$ cat src/rtl/ghist_queue_ctrl_if.sv
// ---------------------------------------------------------------------------
// ghist_queue_ctrl_if
// Bundles the handshake and macro-port signals of the global-history queue
// controller.
//   enq_valid / enq_ready / enq_bits : producer side (frontend predictor)
//   deq_valid / deq_ready / deq_bits : consumer side (commit/repair logic)
//   mem_R0_* / mem_W0_*              : 1R1W macro read and write ports
// Modports:
//   slave  : the queue controller
//   master : the environment around it (predictor, consumer, macro)
// ---------------------------------------------------------------------------
interface ghist_queue_ctrl_if #(
    parameter int WIDTH  = 72,
    parameter int ADDR_W = 6
);
    logic              enq_valid;
    logic              enq_ready;
    logic [WIDTH-1:0]  enq_bits;
    logic              deq_valid;
    logic              deq_ready;
    logic [WIDTH-1:0]  deq_bits;
    logic [ADDR_W-1:0] mem_R0_addr;
    logic              mem_R0_en;
    logic [WIDTH-1:0]  mem_R0_data;
    logic [ADDR_W-1:0] mem_W0_addr;
    logic              mem_W0_en;
    logic [WIDTH-1:0]  mem_W0_data;

    modport slave (
        input  enq_valid, enq_bits, deq_ready, mem_R0_data,
        output enq_ready, deq_valid, deq_bits,
               mem_R0_addr, mem_R0_en, mem_W0_addr, mem_W0_en, mem_W0_data
    );

    modport master (
        output enq_valid, enq_bits, deq_ready, mem_R0_data,
        input  enq_ready, deq_valid, deq_bits,
               mem_R0_addr, mem_R0_en, mem_W0_addr, mem_W0_en, mem_W0_data
    );
endinterface

$ cat src/rtl/ghist_queue_ctrl.sv
// ---------------------------------------------------------------------------
// ghist_queue_ctrl
// Queue controller owning a 40 x 72 1R1W macro (registered read address,
// read data valid the cycle after read enable). Global-history snapshots are
// written on the enqueue side and streamed out on a valid/ready port backed
// by a one-entry holding register, giving one entry per cycle throughput.
//
// Ports:
//   clock  : single clock (also clocks the macro externally)
//   reset  : asynchronous, active-high; clears all controller state
//   flush  : synchronous queue clear, highest priority over enq/deq
//   bus    : ghist_queue_ctrl_if.slave (enq/deq handshakes, macro R0/W0)
//   count  : current occupancy
//
// Optional build macro:
//   GHIST_Q_FAST_ISSUE_EN : lets an enqueue into an empty fetch pipe issue its
//   read in the same cycle as its write, relying on the macro returning
//   same-edge write data. Empty-queue latency drops from 2 cycles to 1.
// ---------------------------------------------------------------------------
module ghist_queue_ctrl #(
    parameter int DEPTH  = 40,
    parameter int WIDTH  = 72,
    parameter int ADDR_W = 6,
    parameter int CNT_W  = 6
) (
    input  logic              clock,
    input  logic              reset,
    input  logic              flush,
    ghist_queue_ctrl_if.slave bus,
    output logic [CNT_W-1:0]  count
);

    logic [ADDR_W-1:0] wptr_q, wptr_d;
    logic [ADDR_W-1:0] rptr_q, rptr_d;
    logic [CNT_W-1:0]  occ_q, occ_d;
    logic [CNT_W-1:0]  unfetched_q, unfetched_d;
    logic              rdInflight_q, rdInflight_d;
    logic              holdValid_q, holdValid_d;
    logic [WIDTH-1:0]  hold_q, hold_d;

    logic enqReady;
    logic enqFire;
    logic deqValid;
    logic deqFire;
    logic outFree;
    logic rdIssue;

    // Pointers walk 0..DEPTH-1 and wrap explicitly since DEPTH need not be a
    // power of two.
    function automatic logic [ADDR_W-1:0] nextPtr(input logic [ADDR_W-1:0] p);
        return (p == ADDR_W'(DEPTH - 1)) ? '0 : p + ADDR_W'(1);
    endfunction

    // Handshake qualifiers. A slot is only freed on deq_fire, so occupancy
    // alone decides whether a write can land without clobbering a fetched or
    // held entry.
    always_comb begin
        deqValid = rdInflight_q | holdValid_q;
        enqReady = (occ_q != CNT_W'(DEPTH)) & ~flush;
        enqFire  = bus.enq_valid & enqReady;
        deqFire  = deqValid & bus.deq_ready;
        outFree  = ~deqValid | bus.deq_ready;
`ifdef GHIST_Q_FAST_ISSUE_EN
        // An entry being written this cycle can be read at the same address
        // when nothing older is waiting; rptr equals wptr in that case.
        rdIssue  = ~flush & outFree & ((unfetched_q != '0) | enqFire);
`else
        rdIssue  = ~flush & outFree & (unfetched_q != '0);
`endif
    end

    // Next-state logic. Flush wipes every pointer and counter; a deq_fire in
    // the flush cycle is deliberately ignored. The holding register catches
    // read data that arrives while the consumer is stalled; the read-issue
    // rule keeps it from ever overlapping an in-flight read.
    always_comb begin
        wptr_d       = wptr_q;
        rptr_d       = rptr_q;
        occ_d        = occ_q;
        unfetched_d  = unfetched_q;
        rdInflight_d = rdIssue;
        holdValid_d  = holdValid_q;
        hold_d       = hold_q;
        if (flush) begin
            wptr_d       = '0;
            rptr_d       = '0;
            occ_d        = '0;
            unfetched_d  = '0;
            rdInflight_d = 1'b0;
            holdValid_d  = 1'b0;
        end else begin
            if (enqFire) wptr_d = nextPtr(wptr_q);
            if (rdIssue) rptr_d = nextPtr(rptr_q);
            case ({enqFire, deqFire})
                2'b10:   occ_d = occ_q + CNT_W'(1);
                2'b01:   occ_d = occ_q - CNT_W'(1);
                default: occ_d = occ_q;
            endcase
            unfetched_d = unfetched_q + CNT_W'(enqFire) - CNT_W'(rdIssue);
            if (rdInflight_q && !bus.deq_ready) begin
                hold_d      = bus.mem_R0_data;
                holdValid_d = 1'b1;
            end else if (holdValid_q && bus.deq_ready) begin
                holdValid_d = 1'b0;
            end
        end
    end

    // State registers; reset discards any in-flight read immediately.
    always_ff @(posedge clock or posedge reset) begin
        if (reset) begin
            wptr_q       <= '0;
            rptr_q       <= '0;
            occ_q        <= '0;
            unfetched_q  <= '0;
            rdInflight_q <= 1'b0;
            holdValid_q  <= 1'b0;
            hold_q       <= '0;
        end else begin
            wptr_q       <= wptr_d;
            rptr_q       <= rptr_d;
            occ_q        <= occ_d;
            unfetched_q  <= unfetched_d;
            rdInflight_q <= rdInflight_d;
            holdValid_q  <= holdValid_d;
            hold_q       <= hold_d;
        end
    end

    // Output drive: the macro ports mirror the fire/issue decisions, and the
    // dequeue data comes from the holding register when it is occupied.
    always_comb begin
        bus.enq_ready   = enqReady;
        bus.deq_valid   = deqValid;
        bus.deq_bits    = holdValid_q ? hold_q : bus.mem_R0_data;
        bus.mem_W0_en   = enqFire;
        bus.mem_W0_addr = wptr_q;
        bus.mem_W0_data = bus.enq_bits;
        bus.mem_R0_en   = rdIssue;
        bus.mem_R0_addr = rptr_q;
        count           = occ_q;
    end

endmodule

$ cat src/flat_wrapper.sv
// flat-port wrapper written by rule: the top's interface ports become plain ports
module ghist_queue_ctrl_flat 
#(
    parameter int DEPTH  = 40,
    parameter int WIDTH  = 72,
    parameter int ADDR_W = 6,
    parameter int CNT_W  = 6
)
  (clock, reset, flush, count, bus_enq_valid, bus_enq_bits, bus_deq_ready, bus_mem_R0_data, bus_enq_ready, bus_deq_valid, bus_deq_bits, bus_mem_R0_addr, bus_mem_R0_en, bus_mem_W0_addr, bus_mem_W0_en, bus_mem_W0_data);
  ghist_queue_ctrl_if #(.WIDTH(WIDTH), .ADDR_W(ADDR_W)) bus_i ();
  input  logic clock;
  input  logic reset;
  input  logic flush;
  output logic [CNT_W-1:0] count;
  input wire logic [$bits(bus_i.enq_valid)-1:0] bus_enq_valid;
  input wire logic [$bits(bus_i.enq_bits)-1:0] bus_enq_bits;
  input wire logic [$bits(bus_i.deq_ready)-1:0] bus_deq_ready;
  input wire logic [$bits(bus_i.mem_R0_data)-1:0] bus_mem_R0_data;
  output wire logic [$bits(bus_i.enq_ready)-1:0] bus_enq_ready;
  output wire logic [$bits(bus_i.deq_valid)-1:0] bus_deq_valid;
  output wire logic [$bits(bus_i.deq_bits)-1:0] bus_deq_bits;
  output wire logic [$bits(bus_i.mem_R0_addr)-1:0] bus_mem_R0_addr;
  output wire logic [$bits(bus_i.mem_R0_en)-1:0] bus_mem_R0_en;
  output wire logic [$bits(bus_i.mem_W0_addr)-1:0] bus_mem_W0_addr;
  output wire logic [$bits(bus_i.mem_W0_en)-1:0] bus_mem_W0_en;
  output wire logic [$bits(bus_i.mem_W0_data)-1:0] bus_mem_W0_data;
  assign bus_i.enq_valid = bus_enq_valid;
  assign bus_i.enq_bits = bus_enq_bits;
  assign bus_i.deq_ready = bus_deq_ready;
  assign bus_i.mem_R0_data = bus_mem_R0_data;
  assign bus_enq_ready = bus_i.enq_ready;
  assign bus_deq_valid = bus_i.deq_valid;
  assign bus_deq_bits = bus_i.deq_bits;
  assign bus_mem_R0_addr = bus_i.mem_R0_addr;
  assign bus_mem_R0_en = bus_i.mem_R0_en;
  assign bus_mem_W0_addr = bus_i.mem_W0_addr;
  assign bus_mem_W0_en = bus_i.mem_W0_en;
  assign bus_mem_W0_data = bus_i.mem_W0_data;
  ghist_queue_ctrl #(.DEPTH(DEPTH), .WIDTH(WIDTH), .ADDR_W(ADDR_W), .CNT_W(CNT_W)) u_core (.clock(clock), .reset(reset), .flush(flush), .bus(bus_i), .count(count));
endmodule
$ cat config.mk
export PLATFORM = sky130hd
export DESIGN_NAME = ghist_queue_ctrl_flat
export DESIGN_NICKNAME = d
export VERILOG_FILES = /design/src/rtl/ghist_queue_ctrl_if.sv /design/src/rtl/ghist_queue_ctrl.sv /design/src/flat_wrapper.sv
export SDC_FILE = /design/constraint.sdc
export NUM_CORES = 1
export LEC_CHECK = 0
export ABC_CLOCK_PERIOD_IN_PS = 6800
export CELL_PAD_IN_SITES_DETAIL_PLACEMENT = 0
export CELL_PAD_IN_SITES_GLOBAL_PLACEMENT = 1
export CORE_MARGIN = 2
export CORE_UTILIZATION = 32
export DETAILED_ROUTE_END_ITERATION = 16
export MAX_ROUTING_LAYER = met4
export PLACE_DENSITY_LB_ADDON = 0.2
export SLEW_MARGIN = 20
export SYNTH_ARGS = -nofsm -noshare
export SYNTH_HDL_FRONTEND = slang
export SYNTH_SLANG_ARGS = --single-unit
$ cat constraint.sdc
create_clock -name clock -period 6.8 [get_ports clock]
set_input_delay 1.36 -clock clock [delete_from_list [all_inputs] [get_ports clock]]
set_output_delay 1.36 -clock clock [all_outputs]
set_load 0.02 [all_outputs]
Word-level counts from Yosys, hierarchy flattened
Cells that the tools add are included.
W data, S select, Z words.
{"block": "classes", "n_addsub": 6, "n_eq_ne": 5, "n_mux": 14, "bitwise_logic": 9, "reduce_logical": 9}
{"cell": "$mux W72", "count": 1}
{"cell": "$mux W6", "count": 8}
{"cell": "$add A6 B1 Y6 const B", "count": 3}
{"cell": "$eq A6 B6 Y1 const B", "count": 2}
{"cell": "$pmux W6 S2", "count": 1}
{"cell": "$add A6 B1 Y6", "count": 1}
{"cell": "$ne A6 B6 Y1 const B", "count": 1}
{"cell": "$reduce_bool A3 Y1", "count": 2}
{"cell": "$reduce_bool A6 Y1", "count": 1}
{"cell": "$sub A6 B1 Y6", "count": 1}
{"cell": "$sub A6 B1 Y6 const B", "count": 1}
{"cell": "$and A1 B1 Y1", "count": 5}
{"cell": "$mux W1", "count": 4}
{"cell": "$reduce_bool A2 Y1", "count": 2}
{"cell": "$eq A2 B1 Y1 const B", "count": 1}
{"cell": "$eq A2 B2 Y1 const B", "count": 1}
{"cell": "$logic_and A1 B1 Y1", "count": 2}
{"cell": "$not A1 Y1", "count": 2}
{"cell": "$or A1 B1 Y1", "count": 2}
{"cell": "$reduce_and A2 Y1", "count": 1}
{"cell": "$logic_not A1 Y1", "count": 1}
{"block": "totals", "reg_bits": 98, "input_bits": 149, "out_inout_bits": 166, "elab_cells": 50}

Depth between registers and ports, before layout
Gate-level depths: netlist of run 1.
{"block": "logic_depth", "word_depth": 7, "mapped_depth": 13, "ltp_nobuf": 12}

Worst setup path before layout of run 1
Ideal clock, no wire load.
{"block": "synth_timing", "kind": "input-to-reg", "startpoint": "input port bus_deq_ready", "endpoint": "register u_core.unfetched_q[5]", "setup_time_ps": 69, "arrival_ps": 3487, "t_required_ps": 6731, "setup_slack_ps": 3244, "stages": 10, "n_path_buf": 0, "path_cell_list": "o21ba_1 > a311oi_4 > ha_1 > inv_1 > ha_1 > a21o_1 > a21oi_1 > o21bai_1 > or4_1 > nand3_1"}
{"block": "synth_between", "elab_chain_cells": 5}
{"item": "start: declaration", "line_no": "flat_wrapper.sv:17", "rtl": "input wire logic [$bits(bus_i.deq_ready)-1:0] bus_deq_ready;"}
{"item": "$or A1 B1 Y1", "line_no": "ghist_queue_ctrl.sv:62", "rtl": "outFree = ~deqValid | bus.deq_ready;"}
{"item": "$and A1 B1 Y1 (2 in a row)", "line_no": "ghist_queue_ctrl.sv:68", "rtl": "rdIssue = ~flush & outFree & (unfetched_q != '0);"}
{"item": "via bus_mem_R0_en", "line_no": "flat_wrapper.sv:23", "rtl": "output wire logic [$bits(bus_i.mem_R0_en)-1:0] bus_mem_R0_en;"}
{"item": "$sub A6 B1 Y6", "line_no": "ghist_queue_ctrl.sv:99", "rtl": "unfetched_d = unfetched_q + CNT_W'(enqFire) - CNT_W'(rdIssue);"}
{"item": "$mux W6", "line_no": "ghist_queue_ctrl.sv:84", "rtl": "if (flush) begin"}
{"item": "via u_core.unfetched_d[5]", "line_no": "ghist_queue_ctrl.sv:36", "rtl": "logic [CNT_W-1:0] unfetched_q, unfetched_d;"}
{"item": "end signal: assignment", "line_no": "ghist_queue_ctrl.sv:123", "rtl": "unfetched_q <= unfetched_d;"}
{"item": "end: declaration", "line_no": "ghist_queue_ctrl.sv:36"}
The timed path passes the listed nets, and every way through them passes these cells.
A chain may end at the register's enable or synchronous reset.

Worst setup path in the final report of run 1
{"block": "layout_timing", "startpoint": "input port flush", "endpoint": "output port bus_mem_W0_en"}
{"block": "layout_between", "elab_chain_cells": 3}
{"item": "start: declaration", "line_no": "flat_wrapper.sv:13", "rtl": "input logic flush;"}
{"item": "$not A1 Y1 (no source line)"}
{"item": "$and A1 B1 Y1", "line_no": "ghist_queue_ctrl.sv:59", "rtl": "enqReady = (occ_q != CNT_W'(DEPTH)) & ~flush;"}
{"item": "$and A1 B1 Y1", "line_no": "ghist_queue_ctrl.sv:60", "rtl": "enqFire = bus.enq_valid & enqReady;"}
{"item": "end: declaration", "line_no": "flat_wrapper.sv:25", "rtl": "output wire logic [$bits(bus_i.mem_W0_en)-1:0] bus_mem_W0_en;"}
Every way passes these cells.

==> results of run 1 <==
-- routing by layer --
metal  routed length [um]  vias to the layer above  GRT usage (%)
met5                    0                        -              -
met4                  238                        0           5.37
met3                  888                       20           3.22
met2                 6440                      146           23.0
met1                 5910                     1913           18.9
li1                     -                     1838              -
-- kinds of logic (layout without fill, tap and decap cells) --
family / Yosys count / count (layout) / share of synthesized area (%)
mux: 148 / 148 / 28.8
simple gates: 66 / 66 / 6.10
flops: 98 / 98 / 42.4
xor+xnor: 11 / 11 / 1.79
fa+ha+maj: 14 / 14 / 3.16
compound gates: 42 / 42 / 5.69
buf+inv: 107 / 202 / 12.1
-- worst paths after layout --
kind	start	slack, ns	depth (start not counted)	endpoint
worst max-delay path	flush	2.09	4	bus_mem_W0_en
min in group asynchronous	reset	1.52	2	u_core.hold_q[0]
max in group asynchronous	reset	4.27	3	u_core.hold_q[29]
worst min-delay path	u_core.hold_q[64]	0.50	1	u_core.hold_q[64]
worst min register to register	u_core.hold_q[64]	0.50	1	u_core.hold_q[64]
worst max register to register	u_core.holdValid_q	3.57	10	u_core.unfetched_q[5]
-- through the flow --
step / area, sq um / std cells
finish: 7450 / 810
global route: 7450 / 810
CTS: 7450 / 810
detailed placement: 7160 / 794
global placement: 7160 / 794
floorplan: 5790 / 486
-- power by group through the flow --
stage               sequential (W)  combinational, W  clock [W]
detailed placement         0.00100           0.00101          0
finish                    0.000993           0.00100   0.000508
CTS                       0.000994           0.00102   0.000526
floorplan                 0.000958          0.000762          0
global route               0.00103           0.00110   0.000555
global placement          0.000991           0.00100          0
-- layout by cell type (no fill, tap or decap), types with 2 or more instances in the layout --
cell type,synthesis,layout
mux2i_1,2,2
clkbuf_16,0,9
mux2_2,146,146
nand4_1,3,3
nand3_1,6,6
a21oi_1,9,9
buf_4,72,4
nor2b_1,4,4
a21o_1,2,2
nor2_1,19,19
xor2_1,8,8
ha_1,13,13
dfrtp_1,98,97
inv_6,0,3
and3_1,2,2
inv_1,12,11
clkdlybuf4s50_1,0,170
a31oi_1,4,4
a211oi_1,2,2
xnor2_1,2,2
o21ai_0,9,9
a21boi_4,2,2
nor3_1,6,6
nor2_2,2,2
nand2_1,11,11
a311oi_1,3,3
-- cell type report --
cell class | instances | area share (%)
clock buffers | 11 | 3.26
multi-input cells | 281 | 35.4
repair buffers | 174 | 23.3
flip-flops and latches | 98 | 33.0
well taps | 229 | 3.85
clock inverters | 5 | 0.605
inverters | 12 | 0.638
-- state kept, by name, summed over array words and instances, names as in the netlist --
name	count
u_core.bus.mem_R0_addr	6
u_core.bus.mem_W0_addr	6
u_core.count	6
u_core.holdValid_q	1
u_core.hold_q	72
u_core.rdInflight_q	1
u_core.unfetched_q	6
-- worst max-delay path: stages --
cell and delay [ns]:
clkdlybuf4s50_1 0.65, and2b_4 0.41, a21boi_2 0.27, clkdlybuf4s50_1 0.66
==> parameters.txt, run 1 <==
Parameter                              Value

Logic synthesis
  Total nets after synthesis ... approximately 650
  YS warnings ... 0
  Gate Count Post-Synth ... 486
  #FFs+latches synth ... 98
  Synth area leaders ... dfrtp_1, mux2_2, buf_4
  Dominant cell by count in the synthesized netlist ... mux2_2
  Commonest register cell after synthesis ... dfrtp_1
  Average instance area after synthesis ... 11.9 sq um
  Post-synthesis cell type count ... 51
  Synth area leader ... dfrtp_1
  Count of flip-flops with a built-in enable after synthesis ... 0
  Part of the Yosys area used for sequential elements ... 42.4%
  Share of Yosys cell area claimed by the top area cell type ... 42.4%
  Async set or reset register ratio after synthesis ... 100%
  Most common library cells after synthesis ... mux2_2, dfrtp_1, buf_4, nor2_1, buf_2
  Cell area after technology mapping ... 5790 sq um

Clock tree
  CTS Buf Count ... 9
  CTS Buffer Depth ... 2
  Clock Root Buffer ... clkbuf_16
  Clock sink count ... 98
  Number of levels in the clock H-tree ... 3
  CTS tree ... done
  Hold buffers post-CTS ... 0
  Clk_lat worst skew ... 0.35 ns
  Total of cells resized after clock tree synthesis ... 0
  Clock Pin Slew Worst Setup and Hold Paths ... around 0.070 ns
  Postcts setup bufs ... 0

STA
  Largest clock skew in the final design ... about 0.0087 ns
  Highest clock rate ... 0.212 GHz
  Setup slack of the critical path after layout ... ~2.1 ns
  Setup repair after global routing missed its margin ... no
  Slew at the pin closest to its max-slew limit ... 1.06 ns
  Slew margin rel. ... 29.2%
  Pins Over Slew Limit ... 0
  Final hold violation count ... 0
  Hold slack final ... 0.503 ns
  Final period demand of the worst path ... 4.71 ns
  Part of the cycle the worst path needs ... 69.2%
  Final sum of negative setup slack ... 0 ns
  Total setup violations reported at the end of the flow ... 0

Drt
  Via/cell ratio ... 4.84
  Aggregate routed wire length ... 13500 um
  Number of iterations in the first detailed-routing pass ... 4
  Initial DRC count ... 75
  Routed WL per cell ... 16.6 um
  Number of nets still failing antenna checks after routing ... 0
  Routed vias ... 3917
  Drc violations ... 0

Pwr
  Ratio of total power to cell area ... 336 nW/um^2
  Pwr Total ... 0.00250 W
  Worst IR drop on VDD ... 0.000149 V
  Fraction of power spent switching nets ... 33.4%
  Net switching power ... about 0.00084 W
  Part of the total power dissipated in the clock network ... between 20% and 30%
  Fraction of power consumed by combinational cells ... 40.0%
  Leakage power ... 2.99 nW
  Power share of the sequential group ... ~40%
  Power Internal ... approximately 0.0017 W

Finish
  Fraction of final layout cells with drive strength greater than 1 ... 31.2%
  Area grow syn2layout ... 28.7%
  Number of diodes ... 0
  Fill cell instance count of the final layout ... 1680
  Total number of nets in the final design ... 739
  Final Core Density ... 41.7%
  Footprint of the flip-flops and latches ... 2460 sq um
  Area occupied by multi-input gates ... 2640 sq um

Placement
  Half-perimeter wire length after detailed placement ... 9310 um
  Pre-CTS worst setup slack ... 2.08 ns
  Gpl congestion ... 0.808
  Port Buf Inserts ... 170

Global route
  Number of global-route vias before repair ... 4040
  Remaining global-route overflow ... 0
  Number of antenna violations at the first check in global routing ... 0
  Pin count of the biggest net entering global routing ... between 70 and 80
  Total routing usage reported by global routing ... between 10% and 20%
  Global-route wire length before repair ... roughly 22000 um

Status
  Outcome ... finished clean

Worst setup path
  Highest net fanout along the worst path ... 11
  Worst EP arrival ... 3.35 ns
  Endpoint kind of the worst setup timing path ... output port
  Worst Setup Path Type ... input pin to output port
  Required @ worst endpoint ... 5.44 ns
  Critical Path Source Type ... input pin

Floorplanning
  Overall die height ... 138 um
  Width of the die ... 138 um
  Initial core utilization ... between 30 and 40%
  Num rows ... 49
  Io pins ... ~320
  Placeable core area ... 17800 sq um
  Floorplan die area ... ~19000 sq um

Hold path
  Hold crit path type ... flop to flop

Job
  Max-Cap Viols ... 0
(Power assumes the default switching activity.)
==> run 2, diff against run 1 <==
- ABC_CLOCK_PERIOD_IN_PS: 6800 -> 4750
- CORE_UTILIZATION: 32 -> 29
- clock period: 6.8 -> 4.75 ns (I/O delays scaled with it)
==> parameters.txt, run 2 (synthesis gave the netlist of run 1 again) <==
Parameter                              Value

STA
  Final hold violation count ... 0 (unchanged)
  Setup repair after global routing missed its margin ... no (unchanged)
  Final sum of negative setup slack ... 0 ns (unchanged)
  Total setup violations reported at the end of the flow ... 0 (unchanged)
  Part of the cycle the worst path needs ... 79.8%
  Pins Over Slew Limit ... 0 (unchanged)
  Slew at the pin closest to its max-slew limit ... 1.07 ns (was 1.06 ns)
  Highest clock rate ... 0.264 GHz
  Final period demand of the worst path ... 3.79 ns
  Slew margin rel. ... 28.9% (was 29.2%)
  Largest clock skew in the final design ... 0.00410 ns (was 0.00869 ns)

Status
  Outcome ... finished clean (unchanged)

Drt
  Via/cell ratio ... 4.63 (was 4.84)
  Drc violations ... 0 (unchanged)
  Routed vias ... 3934 (was 3917)
  Routed WL per cell ... 16.5 um (was 16.6 um)
  Number of nets still failing antenna checks after routing ... 0 (unchanged)
  Initial DRC count ... 129 (was 75)
  Aggregate routed wire length ... 14000 um (was 13500 um)
  Number of iterations in the first detailed-routing pass ... 6 (was 4)

Finish
  Max FFs per register ... 72 (unchanged)
  Final Core Density ... 38.5% (was 41.7%)
  Number of diodes ... 0 (unchanged)
  Most common library cell in the layout ignoring fill and taps ... clkdlybuf4s50_1 (unchanged)
  Total number of nets in the final design ... 742 (was 739)
  Fraction of final layout cells with drive strength greater than 1 ... 31.7% (was 31.2%)
  Area grow syn2layout ... 29.8% (was 28.7%)
  Register with the highest flop count ... u_core.hold_q (unchanged)
  Commonest cells after routing, fill and taps aside ... clkdlybuf4s50_1, mux2_2, dfrtp_1 (unchanged)

Hold path
  Worst Hold Endpoint ... u_core.hold_q[9] (was u_core.hold_q[64])
  Worst hold path startpoint ... u_core.hold_q[9] (was u_core.hold_q[64])
  Hold crit path type ... flop to flop (unchanged)
  Hold Crit Depth ... 1 (unchanged)

Global route
  Pin count of the biggest net entering global routing ... 76 (unchanged)
  Remaining global-route overflow ... 0 (unchanged)
  Total routing usage reported by global routing ... 13.9% (was 14.7%)
  Number of global-route vias before repair ... 4235 (was 4040)
  Global-route wire length before repair ... 22900 um (was 22000 um)
  Number of antenna violations at the first check in global routing ... 0 (unchanged)

Clock tree
  Clock Pin Slew Worst Setup and Hold Paths ... 0.07 ns (about the same)
  Number of levels in the clock H-tree ... 3 (unchanged)
  Hold buffers post-CTS ... 0 (unchanged)
  CTS Buffer Depth ... 2 (unchanged)
  CTS tree ... done (unchanged)
  Clk_lat worst skew ... 0.35 ns (about the same)
  Clock Root Buffer ... clkbuf_16 (unchanged)
  Clock sink count ... 98 (unchanged)
  CTS Buf Count ... 9 (unchanged)
  Total of cells resized after clock tree synthesis ... 0 (unchanged)
  Postcts setup bufs ... 0 (unchanged)

Worst setup path
  Worst reg2reg path endpoint ... u_core.unfetched_q[5] (unchanged)
  Critical Path Source Type ... input pin (unchanged)
  Worst EP arrival ... 2.84 ns (was 3.35 ns)
  Count of cells along the worst register-to-register path ... 10 (unchanged)
  Highest net fanout along the worst path ... 8 (was 11)
  R2R Path Start ... u_core.holdValid_q (unchanged)
  Endpoint kind of the worst setup timing path ... output port (unchanged)
  Worst Setup Path Type ... input pin to output port (unchanged)
  Setup slack on the worst flop-to-flop path ... 1.52 ns (was 3.57 ns)
  Required @ worst endpoint ... 3.80 ns (was 5.44 ns)

Floorplanning
  Width of the die ... 145 um (was 138 um)
  Initial core utilization ... 29.6% (was 32.4%)
  Overall die height ... 145 um (was 138 um)
  Placeable core area ... 19500 sq um (was 17800 sq um)
  Io pins ... 315 (unchanged)
  Num rows ... 51 (was 49)
  Floorplan die area ... 21100 sq um (was 19200 sq um)

Pwr
  Ratio of total power to cell area ... 478 nW/um^2 (was 336 nW/um^2)
  Leakage power ... 3.00 nW (was 2.99 nW)
  Pwr Total ... 0.00359 W (was 0.00250 W)
  Worst IR drop on VDD ... 0.000238 V (was 0.000149 V)

Placement
  Gpl congestion ... 0.816 (was 0.808)
  Half-perimeter wire length after detailed placement ... 9810 um (was 9310 um)
  Port Buf Inserts ... 170 (unchanged)

Job
  Max-Cap Viols ... 0 (unchanged)
## run 2: changes by cell type in the layout (fill, tap and decap cells not counted), sizes merged
cell,delta
clkinv,+1
clkbuf,-2
clkinvlp,+1
buf,+3
## run 2: critical path, stage by stage
cell,delay (ns)
clkdlybuf4s50_1,0.53
o21ba_1,0.22
a311oi_4,0.45
clkdlybuf4s50_1,0.69
## run 2: power by group
part           internal [W]  leakage [nW]  total (W)  switching [W]
Clock              0.000366         0.136   0.000719       0.000353
Sequential          0.00120          1.20    0.00143       0.000231
Combinational      0.000814          1.66    0.00145       0.000632
## run 2: final cells by class
class	count	area [sq um]
fill	1943	12000
multi-input combinational	281	2640
sequential	98	2460
timing repair buffer	177	1750
tap	265	332
clock buffer	9	225
clock inverter	7	60.1
inverter	12	47.5
## run 2: metal layers
metal  wire (um)  up-vias  track usage [%]
li1            -     1834                -
met1        5980     1918             16.3
met2        6670      144             22.3
met3         865       38             3.62
met4         462        0             6.57
met5           0        -                -
## run 2: worst max-delay path by stage
stage | end | start | depth (start not counted) | slack, ns
2_1_floorplan | u_core.bus.mem_R0_addr[0] | reset | 1 | 1.24
3_3_place_gp | bus_mem_R0_en | bus_deq_ready | 4 | 0.98
3_5_place_dp | bus_mem_R0_en | bus_deq_ready | 4 | 0.96
4_1_cts | bus_mem_R0_en | bus_deq_ready | 4 | 0.96
5_1_grt | bus_mem_R0_en | bus_deq_ready | 4 | 0.87
6_report | bus_mem_R0_en | bus_deq_ready | 4 | 0.96
## run 2: through the flow
| stage | cell area [sq um] | setup WS [ns] | cells | hold WS (ns) |
|---|---|---|---|---|
| 2_1_floorplan | 5790 | 1.24 | 486 | 0.475 |
| 3_3_place_gp | 7230 | 0.980 | 833 | 0.483 |
| 3_5_place_dp | 7230 | 0.961 | 833 | 0.491 |
| 4_1_cts | 7510 | 0.959 | 849 | 0.509 |
| 5_1_grt | 7510 | 0.875 | 849 | 0.517 |
| 6_report | 7510 | 0.960 | 849 | 0.500 |
